**src/rtl/vga_sync_receiver_if.sv**
```systemverilog
// Video link for vga_sync_receiver: raw sync and colour toward the receiver, captured pixel stream back.
interface vga_sync_receiver_if;
    logic       HSYNC;
    logic       VSYNC;
    logic [3:0] R;
    logic [3:0] G;
    logic [3:0] B;
    logic [9:0] pix_x;
    logic [9:0] pix_y;
    logic [3:0] pix_r;
    logic [3:0] pix_g;
    logic [3:0] pix_b;
    logic       pix_valid;
    logic       frame_start;
    logic       locked;
    logic [7:0] err_cnt;

    modport master (
        output HSYNC, VSYNC, R, G, B,
        input  pix_x, pix_y, pix_r, pix_g, pix_b, pix_valid, frame_start, locked, err_cnt
    );

    modport slave (
        input  HSYNC, VSYNC, R, G, B,
        output pix_x, pix_y, pix_r, pix_g, pix_b, pix_valid, frame_start, locked, err_cnt
    );
endinterface

```
**src/rtl/vga_sync_receiver.sv**
```systemverilog
// VGA sync receiver: locks onto HSYNC/VSYNC timing and emits active-area pixels with coordinates.
// Optional macro VGA_SYNC_RECEIVER_ERRCNT_EN enables the saturating loss-of-lock counter on err_cnt.
module vga_sync_receiver #(
    parameter int H_WHOLE     = 800,
    parameter int H_VISIBLE   = 640,
    parameter int H_START     = 144,
    parameter int V_WHOLE     = 525,
    parameter int V_VISIBLE   = 480,
    parameter int V_START     = 35,
    parameter int LOCK_FRAMES = 2
) (
    input  logic               clk,
    input  logic               rst,
    vga_sync_receiver_if.slave vid
);
    typedef enum logic [1:0] {SEARCH, TRACK, LOCKED} state_t;

    localparam logic [9:0] H_LAST  = 10'(H_WHOLE - 1);
    localparam logic [9:0] H_FIRST = 10'(H_START);
    localparam logic [9:0] H_END   = 10'(H_START + H_VISIBLE - 1);
    localparam logic [9:0] V_LAST  = 10'(V_WHOLE - 1);
    localparam logic [9:0] V_FIRST = 10'(V_START);
    localparam logic [9:0] V_END   = 10'(V_START + V_VISIBLE - 1);
    localparam logic [7:0] LOCK_N  = 8'(LOCK_FRAMES);

    function automatic logic [9:0] sat_inc(input logic [9:0] v);
        return (v == 10'h3FF) ? v : v + 10'd1;
    endfunction

    logic       hs_q, hs_prev_q, vs_q, vs_prev_q;
    logic [3:0] r_q, g_q, b_q;
    logic [9:0] h_cnt_q, h_cnt_d, v_cnt_q, v_cnt_d;
    logic       vs_pend_q, vs_pend_d, first_edge_q, lines_bad_q;
    logic [7:0] good_q;
    state_t     state_q;
    logic       hs_fall, vs_fall, anchor, line_bad, frame_good, h_sat;
    logic       abort, lock_now, locked_d, active, show;
    logic [9:0] pix_x_q, pix_y_q;
    logic [3:0] pix_r_q, pix_g_q, pix_b_q;
    logic       pix_valid_q, frame_start_q, locked_q;

    // Stage 1: input capture; sync registers idle high so reset never fakes an edge
    always_ff @(posedge clk) begin
        if (rst) begin
            hs_q      <= 1'b1;
            hs_prev_q <= 1'b1;
            vs_q      <= 1'b1;
            vs_prev_q <= 1'b1;
        end else begin
            hs_q      <= vid.HSYNC;
            hs_prev_q <= hs_q;
            vs_q      <= vid.VSYNC;
            vs_prev_q <= vs_q;
        end
    end

    always_ff @(posedge clk) begin
        r_q <= vid.R;
        g_q <= vid.G;
        b_q <= vid.B;
    end

    always_comb begin
        hs_fall    = hs_prev_q & ~hs_q;
        vs_fall    = vs_prev_q & ~vs_q;
        anchor     = hs_fall & (vs_pend_q | vs_fall);
        vs_pend_d  = anchor ? 1'b0 : (vs_pend_q | vs_fall);
        h_cnt_d    = hs_fall ? 10'd0 : sat_inc(h_cnt_q);
        v_cnt_d    = anchor ? 10'd0 : (hs_fall ? sat_inc(v_cnt_q) : v_cnt_q);
        line_bad   = hs_fall & ~first_edge_q & (h_cnt_q != H_LAST);
        frame_good = ~lines_bad_q & ~line_bad & (v_cnt_q == V_LAST);
        h_sat      = ~hs_fall & (h_cnt_d == 10'h3FF);
        abort      = 1'b0;
        lock_now   = 1'b0;
        case (state_q)
            TRACK: begin
                abort    = line_bad | (anchor & ~frame_good);
                lock_now = anchor & frame_good & ((good_q + 8'd1) == LOCK_N);
            end
            LOCKED:  abort = line_bad | (anchor & ~frame_good) | h_sat;
            default: ;
        endcase
        // locked_d is the state this sample is judged under, so a loss blanks the same pixel
        locked_d = ((state_q == LOCKED) & ~abort) | lock_now;
        active   = (h_cnt_d >= H_FIRST) && (h_cnt_d <= H_END) &&
                   (v_cnt_d >= V_FIRST) && (v_cnt_d <= V_END);
        show     = active & locked_d;
    end

    always_ff @(posedge clk) begin
        if (rst) begin
            h_cnt_q      <= '0;
            v_cnt_q      <= '0;
            vs_pend_q    <= 1'b0;
            first_edge_q <= 1'b1;
            lines_bad_q  <= 1'b0;
            good_q       <= '0;
            state_q      <= SEARCH;
            locked_q     <= 1'b0;
        end else begin
            h_cnt_q     <= h_cnt_d;
            v_cnt_q     <= v_cnt_d;
            vs_pend_q   <= vs_pend_d;
            lines_bad_q <= anchor ? 1'b0 : (lines_bad_q | line_bad);
            locked_q    <= locked_d;
            if (abort)        first_edge_q <= 1'b1;
            else if (hs_fall) first_edge_q <= 1'b0;
            case (state_q)
                SEARCH: if (anchor) begin
                    state_q <= TRACK;
                    good_q  <= '0;
                end
                TRACK: begin
                    if (abort)         state_q <= SEARCH;
                    else if (lock_now) state_q <= LOCKED;
                    else if (anchor)   good_q  <= good_q + 8'd1;
                end
                LOCKED:  if (abort) state_q <= SEARCH;
                default: state_q <= SEARCH;
            endcase
        end
    end

    // Stage 2: registered pixel outputs; colour forced to zero outside the locked active area
    always_ff @(posedge clk) begin
        if (rst) begin
            pix_x_q       <= '0;
            pix_y_q       <= '0;
            pix_r_q       <= '0;
            pix_g_q       <= '0;
            pix_b_q       <= '0;
            pix_valid_q   <= 1'b0;
            frame_start_q <= 1'b0;
        end else begin
            pix_valid_q   <= show;
            frame_start_q <= show & (h_cnt_d == H_FIRST) & (v_cnt_d == V_FIRST);
            pix_r_q       <= show ? r_q : 4'd0;
            pix_g_q       <= show ? g_q : 4'd0;
            pix_b_q       <= show ? b_q : 4'd0;
            if (show) begin
                pix_x_q <= h_cnt_d - H_FIRST;
                pix_y_q <= v_cnt_d - V_FIRST;
            end
        end
    end

`ifdef VGA_SYNC_RECEIVER_ERRCNT_EN
    logic [7:0] err_q;

    always_ff @(posedge clk) begin
        if (rst) begin
            err_q <= '0;
        end else if ((state_q == LOCKED) && abort && (err_q != 8'hFF)) begin
            err_q <= err_q + 8'd1;
        end
    end

    assign vid.err_cnt = err_q;
`else
    assign vid.err_cnt = 8'd0;
`endif

    assign vid.pix_x       = pix_x_q;
    assign vid.pix_y       = pix_y_q;
    assign vid.pix_r       = pix_r_q;
    assign vid.pix_g       = pix_g_q;
    assign vid.pix_b       = pix_b_q;
    assign vid.pix_valid   = pix_valid_q;
    assign vid.frame_start = frame_start_q;
    assign vid.locked      = locked_q;
endmodule

```
**src/flat_wrapper.sv**
```systemverilog
// flat-port wrapper written by rule: the top's interface ports become plain ports
module vga_sync_receiver_flat 
#(
    parameter int H_WHOLE     = 800,
    parameter int H_VISIBLE   = 640,
    parameter int H_START     = 144,
    parameter int V_WHOLE     = 525,
    parameter int V_VISIBLE   = 480,
    parameter int V_START     = 35,
    parameter int LOCK_FRAMES = 2
)
  (clk, rst, vid_HSYNC, vid_VSYNC, vid_R, vid_G, vid_B, vid_pix_x, vid_pix_y, vid_pix_r, vid_pix_g, vid_pix_b, vid_pix_valid, vid_frame_start, vid_locked, vid_err_cnt);
  vga_sync_receiver_if vid_i ();
  input  logic clk;
  input  logic rst;
  input wire logic [$bits(vid_i.HSYNC)-1:0] vid_HSYNC;
  input wire logic [$bits(vid_i.VSYNC)-1:0] vid_VSYNC;
  input wire logic [$bits(vid_i.R)-1:0] vid_R;
  input wire logic [$bits(vid_i.G)-1:0] vid_G;
  input wire logic [$bits(vid_i.B)-1:0] vid_B;
  output wire logic [$bits(vid_i.pix_x)-1:0] vid_pix_x;
  output wire logic [$bits(vid_i.pix_y)-1:0] vid_pix_y;
  output wire logic [$bits(vid_i.pix_r)-1:0] vid_pix_r;
  output wire logic [$bits(vid_i.pix_g)-1:0] vid_pix_g;
  output wire logic [$bits(vid_i.pix_b)-1:0] vid_pix_b;
  output wire logic [$bits(vid_i.pix_valid)-1:0] vid_pix_valid;
  output wire logic [$bits(vid_i.frame_start)-1:0] vid_frame_start;
  output wire logic [$bits(vid_i.locked)-1:0] vid_locked;
  output wire logic [$bits(vid_i.err_cnt)-1:0] vid_err_cnt;
  assign vid_i.HSYNC = vid_HSYNC;
  assign vid_i.VSYNC = vid_VSYNC;
  assign vid_i.R = vid_R;
  assign vid_i.G = vid_G;
  assign vid_i.B = vid_B;
  assign vid_pix_x = vid_i.pix_x;
  assign vid_pix_y = vid_i.pix_y;
  assign vid_pix_r = vid_i.pix_r;
  assign vid_pix_g = vid_i.pix_g;
  assign vid_pix_b = vid_i.pix_b;
  assign vid_pix_valid = vid_i.pix_valid;
  assign vid_frame_start = vid_i.frame_start;
  assign vid_locked = vid_i.locked;
  assign vid_err_cnt = vid_i.err_cnt;
  vga_sync_receiver #(.H_WHOLE(H_WHOLE), .H_VISIBLE(H_VISIBLE), .H_START(H_START), .V_WHOLE(V_WHOLE), .V_VISIBLE(V_VISIBLE), .V_START(V_START), .LOCK_FRAMES(LOCK_FRAMES)) u_core (.clk(clk), .rst(rst), .vid(vid_i));
endmodule
```
**config.mk**
```make
export PLATFORM = sky130hd
export DESIGN_NAME = vga_sync_receiver_flat
export DESIGN_NICKNAME = d
export VERILOG_FILES = /design/src/rtl/vga_sync_receiver_if.sv /design/src/rtl/vga_sync_receiver.sv /design/src/flat_wrapper.sv
export SDC_FILE = /design/constraint.sdc
export NUM_CORES = 1
export LEC_CHECK = 0
export ABC_AREA = 1
export BUFFER_PORTS_ARGS = -buffer_cell sky130_fd_sc_hd__buf_2
export CORE_MARGIN = 8
export CORE_UTILIZATION = 55
export CTS_CLUSTER_DIAMETER = 120
export DETAILED_ROUTE_END_ITERATION = 8
export HOLD_SLACK_MARGIN = 0.03
export PLACE_DENSITY = 0.77
export SLEW_MARGIN = 20
export SYNTH_ARGS = -nofsm -noshare
export SYNTH_HDL_FRONTEND = slang
export SYNTH_SLANG_ARGS = --single-unit
```
**constraint.sdc**
```tcl
create_clock -name clk -period 3.1 [get_ports clk]
set_input_delay 0.775 -clock clk [delete_from_list [all_inputs] [get_ports clk]]
set_output_delay 0.775 -clock clk [all_outputs]
set_load 0.05 [all_outputs]
```
After elaboration in Yosys (flattened, before gate mapping)

Cells that the tools add are included.
Widths: inputs -> output; s select.

Register bits: 84
Bits in latches: 0
Bits in writable memories: 0
Memory bits (read-only): 0
Bits of input ports: 16
Output and inout bits: 43
Logic and storage cells: 103
Memories kept: 0

Add/subtract/negate cells: 5
$mul: 0
Divide/modulo/power cells: 0
$lt $le $gt $ge: 4
Equality and inequality tests: 16
Shift operators: 0
Muxes and demuxes: 17
Bitwise operators: 29
Reduce and logical (&&, ||, !) cells: 10

Operators by type and width:

| kind                  | number |
|---|---|
| $mux 10               | 5 |
| $eq 10x10->1 const B  | 4 |
| $mux 8                | 4 |
| $add 10x1->10 const B | 2 |
| $le 10x10->1 const B  | 2 |
| $pmux 8 s2            | 1 |
| $and 1x1->1           | 15 |
| $eq 10x6->1 const B   | 1 |
| $eq 10x8->1 const B   | 1 |
| $ge 10x6->1 const B   | 1 |
| $ge 10x8->1 const B   | 1 |
| $ne 10x10->1 const B  | 1 |
| $sub 10x6->10 const B | 1 |
| $sub 10x8->10 const B | 1 |
| $not 1->1             | 9 |
| $add 8x1->8 const B   | 1 |
| $eq 8x2->1 const B    | 1 |
| $mux 2                | 4 |
| $ne 2x1->1 const B    | 3 |
| $pmux 2 s3            | 1 |
| $reduce_or 2->1       | 3 |
| $or 1x1->1            | 5 |
| $reduce_and 5->1      | 1 |
| $ne 2x2->1 const B    | 2 |
| other kinds (9)       | 11 |

Depth between registers and ports, before layout

Gate-level depths: netlist of run 1.

Depth in word-level cells: 18
Depth in mapped cells: 21
Depth with buffers taken out: 20

Least setup slack after synthesis of run 1

Ideal clock, no wire load.

Path kind: register to register
Start point: register u_core.v_cnt_q[0]
End point: register u_core.pix_x_q[6] (netlist: u_core.vid.pix_x[6])
Arrival: 2,343 ps
Data required time: 2,983 ps
Slack: 640 ps
Cell stages (with the launch flop): 21
Buffers on the path: 1
Clock period less this slack: 2,460 ps
Cells stage by stage: dfxtp_1 -> ha_1 -> inv_1 -> nor2_4 -> nand3_4 -> nand2_2 -> nand2_1 -> nand2_1 -> inv_1 -> nor2_1 -> ha_1 -> inv_1 -> nand2_1 -> o21ai_2 -> nand2_1 -> nand3_2 -> nor2_8 -> buf_6 -> nand3b_1 -> nand2_1 -> nor2_1

Elaborated cells on any way between the ends: 23
Classes of those cells: 1 x add/sub; 2 x order compare; 2 x eq/ne; 5 x mux; 11 x bitwise; 2 x reduce/logical

RTL lines:

| item                                          | line                     | text |
|---|---|---|
| start: declaration                            | vga_sync_receiver.sv:32  | `logic [9:0] h_cnt_q, h_cnt_d, v_cnt_q, v_cnt_d;` |
| start signal: assignment                      | vga_sync_receiver.sv:102 | `v_cnt_q <= v_cnt_d;` |
| $add 10x1->10 or $eq 10x10->1 (tied branches) | vga_sync_receiver.sv:27  | `return (v == 10'h3FF) ? v : v + 10'd1;` |
| $mux 10                                       | vga_sync_receiver.sv:27  |  |
| $mux 10 (*) (2 in series)                     | vga_sync_receiver.sv:69  | `v_cnt_d = anchor ? 10'd0 : (hs_fall ? sat_inc(v_cnt_q) : v_cnt_q);` |
| net u_core.v_cnt_d[0]                         | vga_sync_receiver.sv:32  |  |
| $ge 10x6->1                                   | vga_sync_receiver.sv:86  | `(v_cnt_d >= V_FIRST) && (v_cnt_d <= V_END);` |
| $logic_and 1x1->1                             | vga_sync_receiver.sv:85  | `active = (h_cnt_d >= H_FIRST) && (h_cnt_d <= H_END) &&` |
| $logic_and 1x1->1 (*)                         | vga_sync_receiver.sv:86  |  |
| $and 1x1->1 (*)                               | vga_sync_receiver.sv:87  | `show = active & locked_d;` |
| end signal: assignment                        | vga_sync_receiver.sv:141 | `pix_x_q <= h_cnt_d - H_FIRST;` |
| end: declaration                              | vga_sync_receiver.sv:38  | `logic [9:0] pix_x_q, pix_y_q;` |

The timed path passes the listed nets; every way through them passes the cells marked *.
A chain may end at the register's enable or synchronous reset.

Final worst setup path of run 1

Start point: register u_core.h_cnt_q[0]
End point: register u_core.pix_x_q[2] (netlist: u_core.vid.pix_x[2])

Elaborated cells on any way between the ends: 29
Classes of those cells: 2 x add/sub; 2 x order compare; 3 x eq/ne; 4 x mux; 15 x bitwise; 3 x reduce/logical

RTL lines:

| item                                          | line                     | text |
|---|---|---|
| start: declaration                            | vga_sync_receiver.sv:32  |  |
| start signal: assignment                      | vga_sync_receiver.sv:101 | `h_cnt_q <= h_cnt_d;` |
| $add 10x1->10 or $eq 10x10->1 (tied branches) | vga_sync_receiver.sv:27  |  |
| $mux 10 (*)                                   | vga_sync_receiver.sv:27  |  |
| $mux 10 (*)                                   | vga_sync_receiver.sv:68  | `h_cnt_d = hs_fall ? 10'd0 : sat_inc(h_cnt_q);` |
| net u_core.h_cnt_d[4]                         | vga_sync_receiver.sv:32  |  |
| $eq 10x10->1                                  | vga_sync_receiver.sv:72  | `h_sat = ~hs_fall & (h_cnt_d == 10'h3FF);` |
| $and 1x1->1                                   | vga_sync_receiver.sv:72  |  |
| $or 1x1->1                                    | vga_sync_receiver.sv:80  | `LOCKED: abort = line_bad \| (anchor & ~frame_good) \| h_sat;` |
| $pmux 1 s2                                    | vga_sync_receiver.sv:75  | `case (state_q)` |
| $not 1->1                                     | vga_sync_receiver.sv:84  | `locked_d = ((state_q == LOCKED) & ~abort) \| lock_now;` |
| $and 1x1->1                                   | vga_sync_receiver.sv:84  |  |
| $or 1x1->1                                    | vga_sync_receiver.sv:84  |  |
| $and 1x1->1 (*)                               | vga_sync_receiver.sv:87  |  |

Marks and branches as above.

==> metrics.md, run 1 <==
| Metric | Value |
|---|---|
| Hold Crit Class | flop to flop |
| Endpoints failing setup | 0 |
| Post-synth top cells | 154 x nand2_1, 84 x dfxtp_1, 84 x nor2_1, 71 x inv_1, 65 x nand3_1 |
| Area grow syn2layout | 11.2% |
| Worst EP required | 3.37 ns |
| Asr flop ratio synth | 0% |
| TritonRoute pass-1 iters | 4 |
| Post-Syn Area | 4450 µm² |
| Period Utilization, post-route | 90.5% |
| Final Hold Violating Endpoints | 0 |
| Finished Layout Cells | 792 |
| CP Max Fanout | 21 |
| Post-Route Setup TNS | 0 ns |
| GPL Wtd Cong | 0.894 |
| Cell area power density | 474 nW/µm² |
| Crit Path Category | flop to flop |
| # Max-Cap Violations | 0 |
| CP Launch Type | flop |
| Tmin final | 2.81 ns |
| Sequential area share after synthesis | 37.8% |
| Number of I/O pins | 59 |
| Die W | 106 µm |
| Pre-CTS setup slack | 0.136 ns |
| Worst path arrival time | 3.08 ns |
| # diodes | 0 |
| Crit-path most repeated cell | nand3_1 |
| Top cell family by delay on the critical path | simple AND/OR/NAND/NOR gates |
| Final slew viol count | 0 |
| Status | finished clean |
| Drt total wl | 9990 µm |
| Core Rows | 33 |
| Slowest cell delay on critical path | 0.41 ns |
| Initial core utilization | 55.6% |
| Initial DRC count | 213 |
| CP Capture Type | flop |
| Max Buffers Root-to-Sink | 2 |
| Chip Height | 106 µm |
| Worst slew pin tran | 0.549 ns |
| DRC violations left | 0 |
| Final antenna-violating net count | 0 |
| Placed Cells | 774 |
| Synth area leaders | dfxtp_1 38%, nand2_1 13%, nand3_1 7.3% |
| Clock slew seen by the registers of the worst setup and hold paths | 0.11 ns |
| Share of layout cells above drive strength 1 | 19.2% |
| Critical path, cell by cell | ha_1, nand2_2, nor2_4, nand3_4, nand3_1, nand3_1, inv_1, ha_1, nand3_1, nor2_1, nand3_1, nand2_1, nand2_2, nand2_1, nand2_2, buf_4, a21oi_1, nor2_1 |
| Root Buffer | clkbuf_8 |
| Leak | 2.44 nW |
| Synth Instances | 634 |
| Global-route wire length before repair | 16800 µm |
| Synth top area share | 37.8% |
| CTS Buf Count | 9 |
| CP bufs+invs | 2 |
| Hold Crit Start | u_core.r_q[0] |
| Ys flop type | dfxtp_1 |
| Total gr overflow | 0 |
| Worst r2r src | u_core.h_cnt_q[0] |
| Drt wl/cell | 12.6 µm |
| FF+latch count, synth | 84 |
| Yosys top cell by area | dfxtp_1 |
| F_max | 356 MHz |
| Die ar. | 11200 µm² |
| GRT Util Overall | 18.0% |
| Post-cts hold buffer count | 0 |
| Skew-Pair Late Insertion Delay | 0.38 ns |
| Number of synthesized flops with an enable pin | 0 |
| Largest net degree at the start of global routing | 28 |
| Total number of vias | 4047 |
| Vias in the first global route | 3746 |
| Number of synthesis warnings | 0 |
| Setup ws final | 0.293 ns |
| CTS tree | built |
| Buffers on Ports | 50 |
| Mean Syn Cell Area | 7.02 µm² |
| Critical Path Start | u_core.h_cnt_q[0] |
| Most common cell in the netlist | nand2_1 |
| HPWL Detailed | 7310 µm |
| H-tree Lvls | 3 |
| Clock Skew | 0.0160 ns |
| Via-to-Cell Ratio | 5.11 |
| Slew HR | 63.4% |
| Count of cell types in the netlist | 35 |
| Slowest-stage cell, CP | dfxtp_1 |
| Initial antenna violation count | 0 |
| Fin nets | 711 |
| RSZ-0062 raised after global routing | no |
| CTS Sinks | 84 |
| VDD IR max | 0.359 mV |
| Core box area | 8010 µm² |
final cells by class:
cell class	instances	area (µm²)
Tap cell	105	131
Inverter	75	282
Clock inverter	7	76.3
Sequential cell	84	1680
Fill cell	747	3060
Multi-Input combinational cell	452	2310
Clock buffer	9	124
Timing Repair Buffer	60	342
worst min-delay path, delay by kind of cell (launching register included):
kind                   cells  cell delay [ns]
flip-flops                 1             0.31
buffers and inverters      1             0.05
AND/OR/NAND/NOR            1             0.03
cells by family (layout without fill, tap and decap cells):
group	Yosys count	after routing	share of synthesized area [%]
adder cells (fa/ha/maj)	13	13	3.65
other	1	8	0.0843
XOR/XNOR	14	14	2.76
AO/OA/AOI/OAI	48	48	6.13
AND/OR/NAND/NOR	369	369	38.3
flip-flops	84	84	37.8
buffers and inverters	105	151	11.3
metal layers:
layer | share of wire [%] | track usage, % | vias up
li1 | - | - | 2070
met1 | 44 | 21.2 | 1846
met2 | 48 | 30.0 | 113
met3 | 5.8 | 4.42 | 18
met4 | 1.9 | 8.84 | 0
met5 | 0 | 0 | -
repair_timing:
action,4_1_cts,5_1_grt
gates resized for setup,0,8
buffers inserted,0,2
endpoints found under the setup margin,0,38
power breakdown:
group	switching, W	total, W	internal, W
registers	0.0000270	0.00114	0.00112
clock network	0.000476	0.000796	0.000320
logic	0.000285	0.000408	0.000123
total	0.000789	0.00235	0.00156
placed cells by master (no fill, tap or decap), types with 8 or more instances in the layout:
master    count
inv_1        71
nand4_1       9
nand2_1     153
nand3_1      65
conb_1        8
nand2_2      11
nor2_1       83
dfxtp_1      82
ha_1         12
a21oi_1      36
buf_4         8
xor2_1        9
nor2_2       16
clkbuf_8      9
buf_2        50
sequential cells by signal, indices dropped and copies added (netlist names), 2 cells and up:
register	cells
u_core.vid.pix_r	4
u_core.b_q	4
u_core.state_q	2
u_core.v_cnt_q	10
u_core.vid.pix_b	4
u_core.good_q	8
u_core.h_cnt_q	10
u_core.vid.pix_g	4
u_core.vid.pix_x	10
u_core.vid.pix_y	10
u_core.g_q	4
u_core.r_q	4
path summary, 6_finish.rpt:
check / slack [ns] / end / cells past startpoint
max reg2reg: 0.29 / u_core.vid.pix_x[2] / 18
min: 0.41 / u_core.vid.pix_r[0] / 2
min reg2reg: 0.41 / u_core.vid.pix_r[0] / 2
max: 0.29 / u_core.vid.pix_x[2] / 18
through the flow:
step,hold WS [ns],total power (W),utilization (%),area (µm²)
after floorplan,0.392,0.00151,-,4480
after global placement,0.395,0.00155,58.8,4710
after detailed placement,0.405,0.00156,58.8,4710
after CTS,0.413,0.00235,61.3,4910
after global routing,0.430,0.00246,61.8,4950
final,0.407,0.00235,61.8,4950
(Power assumes the default switching activity.)
==> run 2, diff against run 1 <==
--- a/config.mk
+++ b/config.mk
@@ -7,12 +7,14 @@
 export LEC_CHECK = 0
 export ABC_AREA = 1
 export BUFFER_PORTS_ARGS = -buffer_cell sky130_fd_sc_hd__buf_2
+export CELL_PAD_IN_SITES_DETAIL_PLACEMENT = 0
+export CELL_PAD_IN_SITES_GLOBAL_PLACEMENT = 1
 export CORE_MARGIN = 8
-export CORE_UTILIZATION = 55
+export CORE_UTILIZATION = 41
 export CTS_CLUSTER_DIAMETER = 120
 export DETAILED_ROUTE_END_ITERATION = 8
 export HOLD_SLACK_MARGIN = 0.03
-export PLACE_DENSITY = 0.77
+export PLACE_DENSITY_LB_ADDON = 0.1
 export SLEW_MARGIN = 20
 export SYNTH_ARGS = -nofsm -noshare
 export SYNTH_HDL_FRONTEND = slang
==> metrics.md, run 2 (synthesized netlist as in run 1, its figures left out) <==
| Metric | Value |
|---|---|
| Status | finished clean |
| Final Hold Violating Endpoints | 0 |
| GRT Util Overall | 16.0% |
| Cell area power density | 467 nW/µm² |
| Core box area | 10700 µm² |
| Tmin final | 2.84 ns |
| Layout Utilization | 47.7% |
| RSZ-0062 raised after global routing | no |
| F_max | 352 MHz |
| Total gr overflow | 0 |
| Max Buffers Root-to-Sink | 2 |
| Area grow syn2layout | 14.6% |
| CTS tree | built |
| Slowest-stage cell, CP | dfxtp_1 |
| Initial antenna violation count | 0 |
| DRC violations left | 0 |
| Endpoints failing setup | 0 |
| VDD IR max | 0.347 mV |
| Clock Skew | 0.00796 ns |
| Total number of vias | 4018 |
| Hold Crit Start | u_core.b_q[3] |
| CTS Sinks | 84 |
| # Max-Cap Violations | 0 |
| CP Capture Type | flop |
| Vias in the first global route | 3928 |
| Chip Height | 120 µm |
| Post-Route Setup TNS | 0 ns |
| Pwr Total | 0.00238 W |
| Die W | 120 µm |
| Number of I/O pins | 59 |
| Global-route wire length before repair | 18800 µm |
| Initial core utilization | 41.6% |
| Worst r2r src | u_core.h_cnt_q[1] |
| WHS | 0.416 ns |
| Critical path, cell by cell | ha_1, nand2_2, nor2_2, nand3_4, nand3_1, nand3_1, inv_1, ha_1, nand3_1, nor2_1, nand2_1, nand3_1, nand3_4, nor2_8, buf_12, nand3_1, nand2_1, nor2_1 |
| Die ar. | 14400 µm² |
| Worst EP required | 3.37 ns |
| H-tree Lvls | 3 |
| # diodes | 0 |
| Core Rows | 38 |
| Fillers | 1135 |
| Final antenna-violating net count | 0 |
| Reg2reg end | u_core.vid.pix_x[5] |
| Clock slew seen by the registers of the worst setup and hold paths | 0.10 ns |
| HPWL Detailed | 8230 µm |
| Period Utilization, post-route | 91.6% |
| Commonest cells after routing, fill and taps aside | 154 x nand2_1, 83 x nor2_1, 82 x dfxtp_1 |
| TritonRoute pass-1 iters | 4 |
| Fin nets | 724 |
| Drt total wl | 11000 µm |
| Cells on Worst Hold Path | 2 |
| Hold Path Sink | u_core.vid.pix_b[3] |
| CTS Buf Count | 9 |
| Final Cell Area | 5100 µm² |
| GPL Wtd Cong | 0.844 |
| Via-to-Cell Ratio | 4.78 |
| Root Buffer | clkbuf_8 |
| Largest net degree at the start of global routing | 32 |
| Leak | 2.50 nW |
| Final slew viol count | 0 |
| Crit-path most repeated cell | nand3_1 |
| Hold Crit Class | flop to flop |
| Skew-Pair Late Insertion Delay | 0.37 ns |
| Post-cts hold buffer count | 0 |
| Cell area after placement | 4790 µm² |
| Slowest cell delay on critical path | 0.37 ns |
| Worst slew pin tran | 0.543 ns |
| Slew HR | 63.8% |
| Drt wl/cell | 13.1 µm |
| Worst path arrival time | 3.11 ns |
| Commonest non-fill, non-tap cell in the layout | nand2_1 |
| CP Launch Type | flop |
| R2r setup slk | 0.26 ns |
| Buffers on Ports | 50 |
| Initial DRC count | 181 |
| CP Max Fanout | 22 |
| R2R cell count | 18 |
| Crit Path Category | flop to flop |
| Share of layout cells above drive strength 1 | 20.7% |
-- run 2: layout make-up --
cell class	count	area [µm²]	share of cell area (%)
repair buffers	72	428	8.39
inverters	75	282	5.52
multi-input cells	453	2330	45.7
clock buffers	9	124	2.43
clock inverters	7	76.3	1.50
well taps	140	175	3.44
flip-flops and latches	84	1680	33.0
-- run 2: worst max path at each step --
stage	start	endpoint	slack [ns]	cells after the start
global placement	u_core.v_cnt_q[0]	u_core.vid.pix_x[4]	0.04	20
CTS	u_core.v_cnt_q[0]	u_core.vid.frame_start	0.04	18
floorplan	u_core.v_cnt_q[0]	u_core.vid.pix_x[6]	0.64	20
finish	u_core.h_cnt_q[1]	u_core.vid.pix_x[5]	0.26	18
detailed placement	u_core.v_cnt_q[0]	u_core.vid.frame_start	-0.01	18
global route	u_core.h_cnt_q[1]	u_core.vid.pix_x[5]	0.01	18
-- run 2: through the flow --
stage,setup WS (ns),instances
2_1_floorplan,0.640,641
3_3_place_gp,0.0369,814
3_5_place_dp,-0.0138,814
4_1_cts,0.0386,830
5_1_grt,0.0112,840
6_report,0.262,840
-- run 2: timing repair --
item,CTS,global route
setup buffers,0,9
pin swaps,0,3
setup endpoints to repair,17,34
resized for setup,1,7
gates cloned,0,1
-- run 2: worst max-delay path: cells and delay by family (launching register included) --
family	cells	cell delay (ns)
AND/OR/NAND/NOR	14	1.67
buffers and inverters	2	0.31
adder cells (fa/ha/maj)	2	0.37
flip-flops	1	0.37
-- run 2: where the power goes --
part           internal [W]  switching [W]  leakage, nW  total, W
registers           0.00112      0.0000268        0.686   0.00114
logic              0.000142       0.000302         1.71  0.000444
clock network      0.000320       0.000475        0.103  0.000796
-- run 2: per-layer routing --
metal,wire length (µm),vias up,GRT usage (%),share of wire (%)
li1,-,2098,-,-
met1,5220,1841,19.8,48
met2,5210,69,26.7,47
met3,384,10,3.92,3.5
met4,162,0,5.39,1.5
met5,0,-,0,0
==> run 3, diff against run 2 <==
--- a/config.mk
+++ b/config.mk
@@ -6,13 +6,13 @@
 export NUM_CORES = 1
 export LEC_CHECK = 0
 export ABC_AREA = 1
-export BUFFER_PORTS_ARGS = -buffer_cell sky130_fd_sc_hd__buf_2
 export CELL_PAD_IN_SITES_DETAIL_PLACEMENT = 0
 export CELL_PAD_IN_SITES_GLOBAL_PLACEMENT = 1
 export CORE_MARGIN = 8
-export CORE_UTILIZATION = 41
+export CORE_UTILIZATION = 46
 export CTS_CLUSTER_DIAMETER = 120
 export DETAILED_ROUTE_END_ITERATION = 8
+export DONT_BUFFER_PORTS = 1
 export HOLD_SLACK_MARGIN = 0.03
 export PLACE_DENSITY_LB_ADDON = 0.1
 export SLEW_MARGIN = 20
==> constraint.sdc (replaced) <==
create_clock -name clk -period 3.1 [get_ports clk]
set_input_delay 0.31 -clock clk [delete_from_list [all_inputs] [get_ports clk]]
set_output_delay 0.31 -clock clk [all_outputs]
set_load 0.05 [all_outputs]
==> metrics.md, run 3 (synthesized netlist as in run 1, its figures left out) <==
| Metric | Value |
|---|---|
| Largest net degree at the start of global routing | 42 |
| Endpoints failing setup | 0 |
| CP Launch Type | flop |
| Area grow syn2layout | 11.0% |
| Net Sw Power | 0.000785 W |
| WHS | 0.0510 ns |
| Logic pwr share | 18.1% |
| Core Rows | 36 |
| Core box area | 9590 µm² |
| Global-route wire length before repair | 16900 µm |
| Pwr Total | 0.00237 W |
| Hold Path Sink | u_core.hs_prev_q |
| Crit Path Category | flop to flop |
| Cell area power density | 480 nW/µm² |
| Buffers on Ports | 0 |
| CP Capture Type | flop |
| H-tree Lvls | 3 |
| CTS Sinks | 84 |
| Initial antenna violation count | 0 |
| GRT Util Overall | 16.2% |
| # diodes | 0 |
| Hold Crit Start | rst |
| Total number of vias | 3806 |
| P_int | 0.00158 W |
| F_max | 358 MHz |
| Tmin final | 2.79 ns |
| Fin nets | 681 |
| HPWL Detailed | 7520 µm |
| GPL Wtd Cong | 0.926 |
| Slew HR | 40.0% |
| CP Max Fanout | 18 |
| Status | finished clean |
| Hold Crit Class | input pin to flop |
| Initial core utilization | 46.4% |
| Commonest non-fill, non-tap cell in the layout | nand2_1 |
| Cells on Worst Hold Path | 1 |
| Total gr overflow | 0 |
| Final antenna-violating net count | 0 |
| Commonest cells after routing, fill and taps aside | 154 x nand2_1, 83 x nor2_1, 82 x dfxtp_1 |
| CTS tree | built |
| Switching Share | 33.1% |
| TritonRoute pass-1 iters | 5 |
| RSZ-0062 raised after global routing | no |
| Reg2reg end | u_core.vid.pix_x[4] |
| Skew-Pair Late Insertion Delay | 0.37 ns |
| Period Utilization, post-route | 90.0% |
| CTS Buf Count | 9 |
| Via-to-Cell Ratio | 4.82 |
| Chip Height | 114 µm |
| Clock Skew | 0.0114 ns |
| Power share of the clock group | 33.4% |
| DRC violations left | 0 |
| Drt total wl | 10300 µm |
| Share of layout cells above drive strength 1 | 12.9% |
| Worst path arrival time | 3.06 ns |
| R2r setup slk | 0.31 ns |
| Reg power frac | 48.5% |
| Root Buffer | clkbuf_8 |
| Die W | 114 µm |
| Worst r2r src | u_core.v_cnt_q[0] |
| Die ar. | 13100 µm² |
| Worst EP required | 3.36 ns |
| Fillers | 963 |
| Worst slew pin tran | 0.896 ns |
| Final slew viol count | 0 |
| Vias in the first global route | 3574 |
| Initial DRC count | 221 |
| Leak | 2.27 nW |
| Max Buffers Root-to-Sink | 2 |
| Final Hold Violating Endpoints | 0 |
| Drt wl/cell | 13.0 µm |
| # Max-Cap Violations | 0 |
| R2R cell count | 20 |
| Clock slew seen by the registers of the worst setup and hold paths | 0.10 ns |
| VDD IR max | 0.299 mV |
| Number of I/O pins | 59 |
| Post-Route Setup TNS | 0 ns |
## run 3: changes by cell type in the layout (fill, tap and decap cells not counted), sizes merged
cell         previous run  this run
buf                    72        14
dlygate4sd3             0        16
nor2                  104       103
## run 3: worst max-delay path by stage
| stage | from | endpoint |
|---|---|---|
| global placement | u_core.v_cnt_q[1] | u_core.vid.pix_x[4] |
| global route | u_core.v_cnt_q[0] | u_core.vid.pix_x[4] |
| detailed placement | u_core.v_cnt_q[0] | u_core.vid.pix_x[4] |
| floorplan | u_core.v_cnt_q[0] | u_core.vid.pix_x[6] |
| CTS | u_core.v_cnt_q[0] | u_core.vid.pix_x[4] |
| finish | u_core.v_cnt_q[0] | u_core.vid.pix_x[4] |
## run 3: area by class of cell
class	instances	area, µm²	area share (%)
Multi-Input combinational cell	452	2300	46.6
Sequential cell	84	1680	34.1
Timing Repair Buffer	30	303	6.13
Inverter	75	282	5.70
Tap cell	133	166	3.37
Clock buffer	9	124	2.51
Clock inverter	7	76.3	1.55
## run 3: what timing repair did
item                                   in CTS  in global routing
gates resized for setup                     0                  5
setup endpoints to repair                   0                 31
endpoints found under the hold margin      34                  1
hold buffers                               15                  1
setup buffers                               0                  2
## run 3: power groups by stage
stage | logic, W | registers [W] | clock network, W
after global placement | 0.000401 | 0.00117 | 0
after floorplan | 0.000341 | 0.00117 | 0
after global routing | 0.000483 | 0.00115 | 0.000865
after CTS | 0.000425 | 0.00115 | 0.000818
final | 0.000428 | 0.00115 | 0.000791
after detailed placement | 0.000404 | 0.00118 | 0
## run 3: per-stage QoR
stage          worst slack, ns  std cells  utilization [%]  area [µm²]
5_1_grt                 0.0210        790             51.5        4940
6_report                 0.309        790             51.5        4940
3_5_place_dp             0.140        756             47.4        4550
3_3_place_gp             0.120        756             47.4        4550
4_1_cts                  0.111        787             51.1        4900
2_1_floorplan            0.640        641                -        4480
## run 3: worst max-delay path, cell delays in order (launching register included)
cell and delay [ns]:
dfxtp_2 0.38, ha_2 0.21, inv_1 0.07, nor2_4 0.15, nand3_4 0.16, nand2_4 0.12
nand2_1 0.05, nand2_1 0.07, inv_1 0.06, nor2_2 0.14, ha_1 0.21, inv_1 0.08
nand2_1 0.10, o21ai_2 0.09, nand2_1 0.08, nand3_2 0.11, nor2_8 0.22, buf_12 0.17
nand3_1 0.10, nand2_1 0.08, nor2_1 0.04
## run 3: layer usage
| layer | up-vias | GRT usage [%] | routed length, µm |
|---|---|---|---|
| met1 | 1703 | 19.3 | 4460 |
| met4 | 0 | 5.41 | 146 |
| li1 | 2011 | - | - |
| met5 | - | 0 | 0 |
| met3 | 12 | 4.69 | 680 |
| met2 | 80 | 27.3 | 4990 |
